File: src/rtl/product_acc_pkg.sv
// Shared types and constants for the product accumulator (multiplier-array tail).
// Product width is fixed by the upstream 4x4 array; ACC_W/MAX_LEN are defaults only.
package product_acc_pkg;

  localparam int PROD_W      = 8;
  localparam int ACC_W_DEF   = 12;
  localparam int MAX_LEN_DEF = 16;

  typedef enum logic [1:0] {
    IDLE  = 2'd0,
    ACCUM = 2'd1,
    DONE  = 2'd2
  } state_e;

endpackage

File: src/rtl/acc_sat_adder.sv
// Combinational accumulate step: acc + zero-extended product, with overflow bit.
// Build option PRODUCT_ACC_SATURATE_EN clamps the result on overflow instead of wrapping.
module acc_sat_adder
  import product_acc_pkg::*;
#(
  parameter int ACC_W = ACC_W_DEF
) (
  input  logic [ACC_W-1:0]  acc_i,
  input  logic [PROD_W-1:0] prod_i,
  output logic [ACC_W-1:0]  acc_o,
  output logic              ovf_o
);

  logic [ACC_W:0] sum;

  function automatic logic [ACC_W-1:0] limit_fn(input logic [ACC_W:0] s);
`ifdef PRODUCT_ACC_SATURATE_EN
    // An all-ones accumulator overflows again on any nonzero product, so it stays clamped.
    return s[ACC_W] ? {ACC_W{1'b1}} : s[ACC_W-1:0];
`else
    return s[ACC_W-1:0];
`endif
  endfunction

  assign sum   = {1'b0, acc_i} + {{(ACC_W + 1 - PROD_W){1'b0}}, prod_i};
  assign ovf_o = sum[ACC_W];
  assign acc_o = limit_fn(sum);

endmodule

File: src/rtl/product_accumulator.sv
// Sums a programmed number of multiplier products over valid/ready and returns sum + sticky overflow.
// Optional build macro PRODUCT_ACC_SATURATE_EN selects clamping instead of wrapping (see acc_sat_adder).
module product_accumulator
  import product_acc_pkg::*;
#(
  parameter int   ACC_W   = ACC_W_DEF,
  parameter int   MAX_LEN = MAX_LEN_DEF,
  localparam int  CNT_W   = $clog2(MAX_LEN + 1)
) (
  input  logic              clk,
  input  logic              rst,
  input  logic              start,
  input  logic [CNT_W-1:0]  cfg_len,
  input  logic              in_valid,
  output logic              in_ready,
  input  logic [PROD_W-1:0] in_prod,
  output logic              out_valid,
  input  logic              out_ready,
  output logic [ACC_W-1:0]  out_acc,
  output logic              out_ovf,
  output logic              busy
);

  state_e             state_q;
  logic [ACC_W-1:0]   acc_q;
  logic               ovf_q;
  logic [CNT_W-1:0]   cnt_q;
  logic [CNT_W-1:0]   len_q;
  logic [ACC_W-1:0]   out_acc_q;
  logic               out_ovf_q;

  logic [ACC_W-1:0]   acc_d;
  logic               carry_d;
  logic               ovf_d;
  logic [CNT_W-1:0]   len_d;
  logic               beat;
  logic               last_beat;

  acc_sat_adder #(
    .ACC_W (ACC_W)
  ) u_adder (
    .acc_i  (acc_q),
    .prod_i (in_prod),
    .acc_o  (acc_d),
    .ovf_o  (carry_d)
  );

  assign len_d     = (cfg_len > CNT_W'(MAX_LEN)) ? CNT_W'(MAX_LEN) : cfg_len;
  assign ovf_d     = ovf_q | carry_d;
  assign beat      = in_valid && (state_q == ACCUM);
  assign last_beat = (cnt_q == len_q - CNT_W'(1));

  // Handshake outputs are decoded from the state register only, never from in_valid/out_ready.
  assign in_ready  = (state_q == ACCUM);
  assign out_valid = (state_q == DONE);
  assign busy      = (state_q != IDLE);
  assign out_acc   = out_acc_q;
  assign out_ovf   = out_ovf_q;

  always_ff @(posedge clk or posedge rst) begin
    if (rst) begin
      state_q   <= IDLE;
      acc_q     <= '0;
      ovf_q     <= 1'b0;
      cnt_q     <= '0;
      len_q     <= '0;
      out_acc_q <= '0;
      out_ovf_q <= 1'b0;
    end else begin
      case (state_q)
        IDLE: begin
          if (start) begin
            len_q     <= len_d;
            acc_q     <= '0;
            ovf_q     <= 1'b0;
            cnt_q     <= '0;
            out_acc_q <= '0;
            out_ovf_q <= 1'b0;
            state_q   <= (len_d == '0) ? DONE : ACCUM;
          end
        end
        ACCUM: begin
          if (beat) begin
            acc_q <= acc_d;
            ovf_q <= ovf_d;
            cnt_q <= cnt_q + CNT_W'(1);
            if (last_beat) begin
              out_acc_q <= acc_d;
              out_ovf_q <= ovf_d;
              state_q   <= DONE;
            end
          end
        end
        DONE: begin
          if (out_ready) state_q <= IDLE;
        end
        default: state_q <= IDLE;
      endcase
    end
  end

endmodule

File: config.mk
export PLATFORM = sky130hd
export DESIGN_NAME = product_accumulator
export DESIGN_NICKNAME = d
export VERILOG_FILES = /design/src/rtl/product_acc_pkg.sv /design/src/rtl/acc_sat_adder.sv /design/src/rtl/product_accumulator.sv
export SDC_FILE = /design/constraint.sdc
export NUM_CORES = 1
export LEC_CHECK = 0
export ABC_AREA = 1
export ABC_CLOCK_PERIOD_IN_PS = 1800
export CAP_MARGIN = 20
export CORE_ASPECT_RATIO = 0.9
export CORE_MARGIN = 10
export CORE_UTILIZATION = 49
export DETAILED_ROUTE_END_ITERATION = 7
export PLACE_DENSITY = 0.76
export SKIP_LAST_GASP = 1
export SYNTH_ARGS = -nofsm -noshare
export SYNTH_HDL_FRONTEND = slang
export SYNTH_SLANG_ARGS = --single-unit
File: constraint.sdc
create_clock -name clk -period 1.8 [get_ports clk]
set_input_delay 0.18 -clock clk [delete_from_list [all_inputs] [get_ports clk]]
set_output_delay 0.18 -clock clk [all_outputs]
set_load 0.01 [all_outputs]
==> run summary <==
Count of cell types in the netlist = 27
Root Buffer = clkbuf_8
Nets = 429
Die ar. = 8100 um^2
Drt wl/cell = 13.3 um
Clk slew on worst S/H paths = 0.08 ns
Unrepaired setup endpoints after global routing = yes
DR pass1 iterations = 4
Crit. End Element = register
Tcrit/Tclk final = 101%
H-tree depth = 2
Max Slew Vio Count = 0
Final setup fails = 3
Status = finished with violations
Maximum vdd ir drop = 817 uV
CP Class = register to register
TritonCTS clock tree = yes
Final ANT Viol Nets = 0
Fin. Hold Viols = 0
DR vias/cell = 4.99
Total Power = 5.49 mW
Synth warn = 0
Worst-Margin Slew = 0.488 ns
Critical Path Max Stage Delay = 0.42 ns
Hold-fix buffers, CTS = 0
Final min period = 1.82 ns
Pwr dens = 1650 nW/um^2
Final Wtd Congestion = 0.916
Pin count of the biggest net entering global routing = 39
CP max-delay cell = dfrtp_1
Final setup TNS = -0.0372 ns
Layout cell share with drive strength beyond 1 = 23.9%
Largest family of logic cells by synthesized area = simple AND/OR/NAND/NOR gates
Area growth syn-to-layout = 38.5%
Layout Utilization = 69.2%
Sequential area share after synthesis = 39.6%
Fmax = 549 MHz
Data required, critical path = 1.96 ns
Num rows = 24
Placed Area = 2960 um^2
Synth Area in Simple Gates = 33.5%
Initial Util = 50.0%
Die Y = 86.4 um
First-pass GRT wire length = 10,300 um
Crit path max fanout = 4
Remaining DRCs = 0
Layout Skew = 0.0123 ns
Die X-Extent = 93.8 um
Hold_ws = 0.305 ns
GRT Total Usage = 15.4%
Initial antenna violation count = 0
Detail Placement HPWL = 4320 um
Count of input and output buffers = 33
Core ar. = 4800 um^2
Global route overflow = 0
Leakage Power = 1.71 nW
DRT iter0 DRCs = 152
Max Cap Viol = 0
Xor-xnor portion of the synthesized cell area = 0.365%
Synthesized area = 2400 um^2
Critical path arrival = 1.98 ns
WL final = 6180 um
Vias = 2,325
Number of placed I/O pins = 34
Seq cells post-synth = 38
Failing checks = setup timing
Hold Path Class = input port to async pin
CP startpoint kind = register
Most frequent cells in the layout = 108 x nand2_1, 42 x inv_1, 38 x dfrtp_1
Avg Cell Area, Syn = 7.12 um^2
Commonest non-fill, non-tap cell in the layout = nand2_1
CTS buffer count = 5
Synthesized Nets = 366
Worst-path cell chain = ha_4 -> fa_2 -> nand2_2 -> nand3_2 -> and2_4 -> or2_4 -> nand3_4 -> o21ai_2
Setup ws final = -0.0200 ns
Design Area, Final = 3320 um^2
Post-synthesis mux area share = 0%
Adder-Cell Fraction of Synth Area = 6.04%
Synth Instances = 337
Number of global-route vias before repair = 2,283
Worst slew margin = 67.4%
CTS Buffer Depth = 2
Worst-Skew Late Latency = 0.29 ns
Synth Area in Compound Gates = 10.9%
Antenna diodes = 0
Clock tree sinks = 38
## kinds of logic after synthesis
group / count (synthesis)
AOI/OAI and AO/OA: 42
and+or+nand+nor: 191
DFF: 38
buffers and inverters: 54
xor gates and xnor gates: 1
adders and majority gates: 11
## cell type report
class | instances | area [um^2]
fillers | 395 | 1480
multi-input cells | 245 | 1410
flip-flops and latches | 38 | 951
repair buffers | 63 | 598
inverters | 47 | 176
well taps | 65 | 81.3
clock buffers | 7 | 76.3
clock inverters | 1 | 30.0
## power breakdown
| part | internal, mW | switching (mW) | leakage (nW) |
|---|---|---|---|
| Clock | 0.415 | 0.293 | 0.0524 |
| Sequential | 1.14 | 0.245 | 0.508 |
| Combinational | 1.52 | 1.88 | 1.15 |
| Total | 3.07 | 2.42 | 1.71 |
## critical path, delay by kind of cell, from the launching register on
kind	cells	cell delay, ns
simple gates	5	0.67
fa+ha+maj	2	0.55
flops	1	0.42
compound gates	1	0.05
## final timing paths
kind	startpoint	endpoint	slack [ns]	cells past startpoint
max reg2reg	acc_q[0]	acc_q[4]	-0.02	8
max in group asynchronous	rst	out_acc[7]	1.15	3
max	acc_q[0]	acc_q[4]	-0.02	8
min reg2reg	out_acc[11]	out_acc[11]	0.49	2
min in group clk	cfg_len[3]	len_q[3]	0.49	3
min	rst	state_q[1]	0.31	3
## sequential cells by signal, summed over array words and instances (netlist names)
name / flops
acc_q: 12
cnt_q: 5
len_q: 5
out_acc: 12
out_ovf: 1
ovf_q: 1
state_q: 2
## cell usage after synthesis
cell | instances | share of area (%)
nand2_1 | 122 | 19
inv_1 | 45 | 7.0
dfrtp_1 | 38 | 40
nor2_1 | 30 | 4.7
nand3_1 | 22 | 4.6
o21ai_0 | 12 | 2.5
o21ai_2 | 12 | 4.4
a21oi_1 | 11 | 2.3
ha_1 | 10 | 5.2
o21ai_1 | 5 | 1.0
nand2_2 | 4 | 1.0
nand4_1 | 4 | 1.0
buf_2 | 3 | 0.63
buf_6 | 3 | 1.4
inv_2 | 2 | 0.31
nand3b_1 | 2 | 0.63
nor2_4 | 2 | 0.94
and2_1 | 1 | 0.26
clkbuf_2 | 1 | 0.21
fa_1 | 1 | 0.83
nand2_4 | 1 | 0.47
nor2_2 | 1 | 0.26
nor3_1 | 1 | 0.21
o21bai_2 | 1 | 0.47
o22ai_1 | 1 | 0.26
or2_2 | 1 | 0.26
xor2_1 | 1 | 0.36
## routing by layer
metal  global-route usage [%]  vias to the layer above  wire length (um)
li1                         -                     1185                 -
met1                     19.5                     1085              2780
met2                     25.6                       47              2980
met3                     4.15                        8               344
met4                     3.59                        0                79
met5                        0                        -                 0
## stage by stage
step	instances	setup slack, ns
2_1_floorplan	337	0.00626
3_3_place_gp	453	-0.289
3_5_place_dp	453	-0.307
4_1_cts	465	-0.0128
5_1_grt	466	-0.105
6_report	466	-0.0200
## what timing repair did
action | 4_1_cts | 5_1_grt
gates cloned | 1 | 0
buffers inserted | 3 | 1
endpoints found under the setup margin | 17 | 25
hold endpoints to repair | 0 | 0
gates resized for setup | 17 | 35
pin swaps | 4 | 8
(Power assumes the default switching activity.)
==> RTL change: new RTL, same settings <==
Register the output `out_ovf` once more, with the module's reset; this adds one clock of latency there. The other outputs are not delayed to match.
--- a/src/rtl/product_accumulator.sv
+++ b/src/rtl/product_accumulator.sv
@@ -56,5 +56,11 @@
   assign busy      = (state_q != IDLE);
   assign out_acc   = out_acc_q;
-  assign out_ovf   = out_ovf_q;
+  always_ff @(posedge clk or posedge rst) begin
+    if (rst) begin
+      out_ovf <= '0;
+    end else begin
+      out_ovf <= out_ovf_q;
+    end
+  end
 
   always_ff @(posedge clk or posedge rst) begin
Behaviour: same outputs for any inputs over 4 cycles, from zero or initial values and one cycle with rst high; that may be too few to reach the edited logic, so the function may still have changed.
==> RTL change against the unedited design <==
- the flow still finishes with violations (setup timing)
- die area up 1.4%
- routed wire length up 2.7%
- sequential share of layout area up 1.2 points
- largest cell class unchanged
- utilization down 1.5 points
- cell area down 1.5%
- sequential cell count up 1
- area after synthesis up 1.8%
- power down 9.8%
- clock skew down 0.0065 ns
- setup slack worse by 0.031 ns
- combinational power down 17%
==> RTL change: results (changes against the unedited design) <==
[outcome]
status = complete, but fails checks  ; unchanged
failing_checks = setup timing  ; unchanged

[synth]
post_syn_nets = 367  ; was 366
netlist_instances = 338  ; was 337
synth_sequential_area_ratio_pct = 39.92  ; was 39.60%
synth.area.top_cells = dfrtp_1 (40%), nand2_1 (19%), ha_1 (5.1%)  ; was dfrtp_1 (40%), nand2_1 (19%), inv_1 (7.0%)
top_cells_by_count_synth = nand2_1 (125), dfrtp_1 (39), inv_1 (33), nor2_1 (25), nand3_1 (23)  ; was nand2_1 (122), inv_1 (45), dfrtp_1 (38), nor2_1 (30), nand3_1 (22)
distinct_cell_type_count_of_the_synthesized_netlist = 28  ; was 27

[clock_network]
cts_buffers = 5  ; unchanged
cts_resized = 11  ; was 17

[timing]
post-route-worst-setup-slack_ns = -0.05101  ; was -0.01997 ns
worst_pin_slew_ns = 0.5140  ; was 0.4884 ns
setup_viol_count_final = 8  ; was 3
hold-worst-slack_ns = 0.2977  ; was 0.3051 ns
setup_tns_ns = -0.1757  ; was -0.03721 ns
clock_tree_skew_after_final_layout_ns = 0.005810  ; was 0.01227 ns

[global_route]
grt_max_degree = 40  ; was 39
wire_length_of_the_first_global_routing_pass_um = 10160  ; was 10,280 µm
global_routing_usage_summed_across_all_routing_layers_pct = 15.46  ; was 15.44%

[power_and_ir_drop]
power.sequential.total_mw = 1.34  ; was 1.38 mW
power.ir.vdd_worst_v = 0.0007447  ; was 0.0008169 V
clockNetworkPower_mw = 0.776  ; was 0.708 mW
power.static_leakage_nw = 1.652  ; was 1.710 nW
p_total_mw = 4.954  ; was 5.493 mW
power_switching_share_pct = 44.99  ; was 44.04%

[placement]
place_inst = 446  ; was 453
pre_cts_slack_ns = -0.3234  ; was -0.3070 ns
detailed_place_hpwl_um = 4280  ; was 4320 µm
gpl.final_weighted_congestion = 0.9060  ; was 0.9161
postPlaceCellArea_mm2 = 0.002937  ; was 0.002962 mm²

[critical_path]
critPathSlowestCell = dfrtp_1  ; unchanged

[routing]
route.final.wire_length_um = 6350  ; was 6183 µm
avgRoutedWirePerCell_um = 13.83  ; was 13.27 µm
drtIter0Drc = 133  ; was 152

[finish]
drive_above_1_share_pct = 25.38  ; was 23.94%
design.final.nets = 422  ; was 429

RTL change: changes by cell type in the layout (fill, tap and decap cells not counted), moves of 3 or more:
cell,change
inv_1,-10
nand2_1,+10
buf_4,-9
nand2_4,-5
nand3_2,+5
nor2_1,-5
inv_2,+4
nand2_2,+4
nand2_8,+3
RTL change: per-layer routing:
metal / share of wire [%] / up-vias / GRT usage (%)
met2: 50 / 43 / 27.24
met5: 0 / - / 0
met1: 43 / 1099 / 16.91
li1: - / 1184 / -
met4: 2.1 / 0 / 7.337
met3: 4.9 / 11 / 3.966
RTL change: logic make-up (layout without fill, tap and decap cells):
group | Yosys count | after routing | share of synthesized area [%]
buffers and inverters | 48 | 103 | 8.291
and+or+nand+nor | 198 | 199 | 35.52
DFF | 39 | 39 | 39.92
adders and majority gates | 11 | 11 | 5.937
AOI/OAI and AO/OA | 42 | 42 | 10.34
RTL change: worst paths after layout:
check                                       end  depth (start not counted)
max                        acc_q[4]$_DFFE_PP0P_                          8
min                           out_ovf$_DFF_PP0_                          3
max reg2reg                acc_q[4]$_DFFE_PP0P_                          8
min reg2reg                   out_ovf$_DFF_PP0_                          0
max in group asynchronous  acc_q[1]$_DFFE_PP0P_                          3
min in group clk              out_ovf$_DFF_PP0_                          0
RTL change: layout make-up:
| class | count | area, µm² |
|---|---|---|
| Clock buffer | 6 | 82.58 |
| Clock inverter | 2 | 35.03 |
| Fill cell | 400 | 1560 |
| Inverter | 42 | 162.7 |
| Multi-Input combinational cell | 252 | 1445 |
| Sequential cell | 39 | 977.2 |
| Tap cell | 65 | 81.33 |
| Timing Repair Buffer | 53 | 490.5 |
RTL change: tightest hold or removal path, cell delays in order:
cell and delay (ns):
clkdlybuf4s50_1 0.40, inv_1 0.05, buf_4 0.42
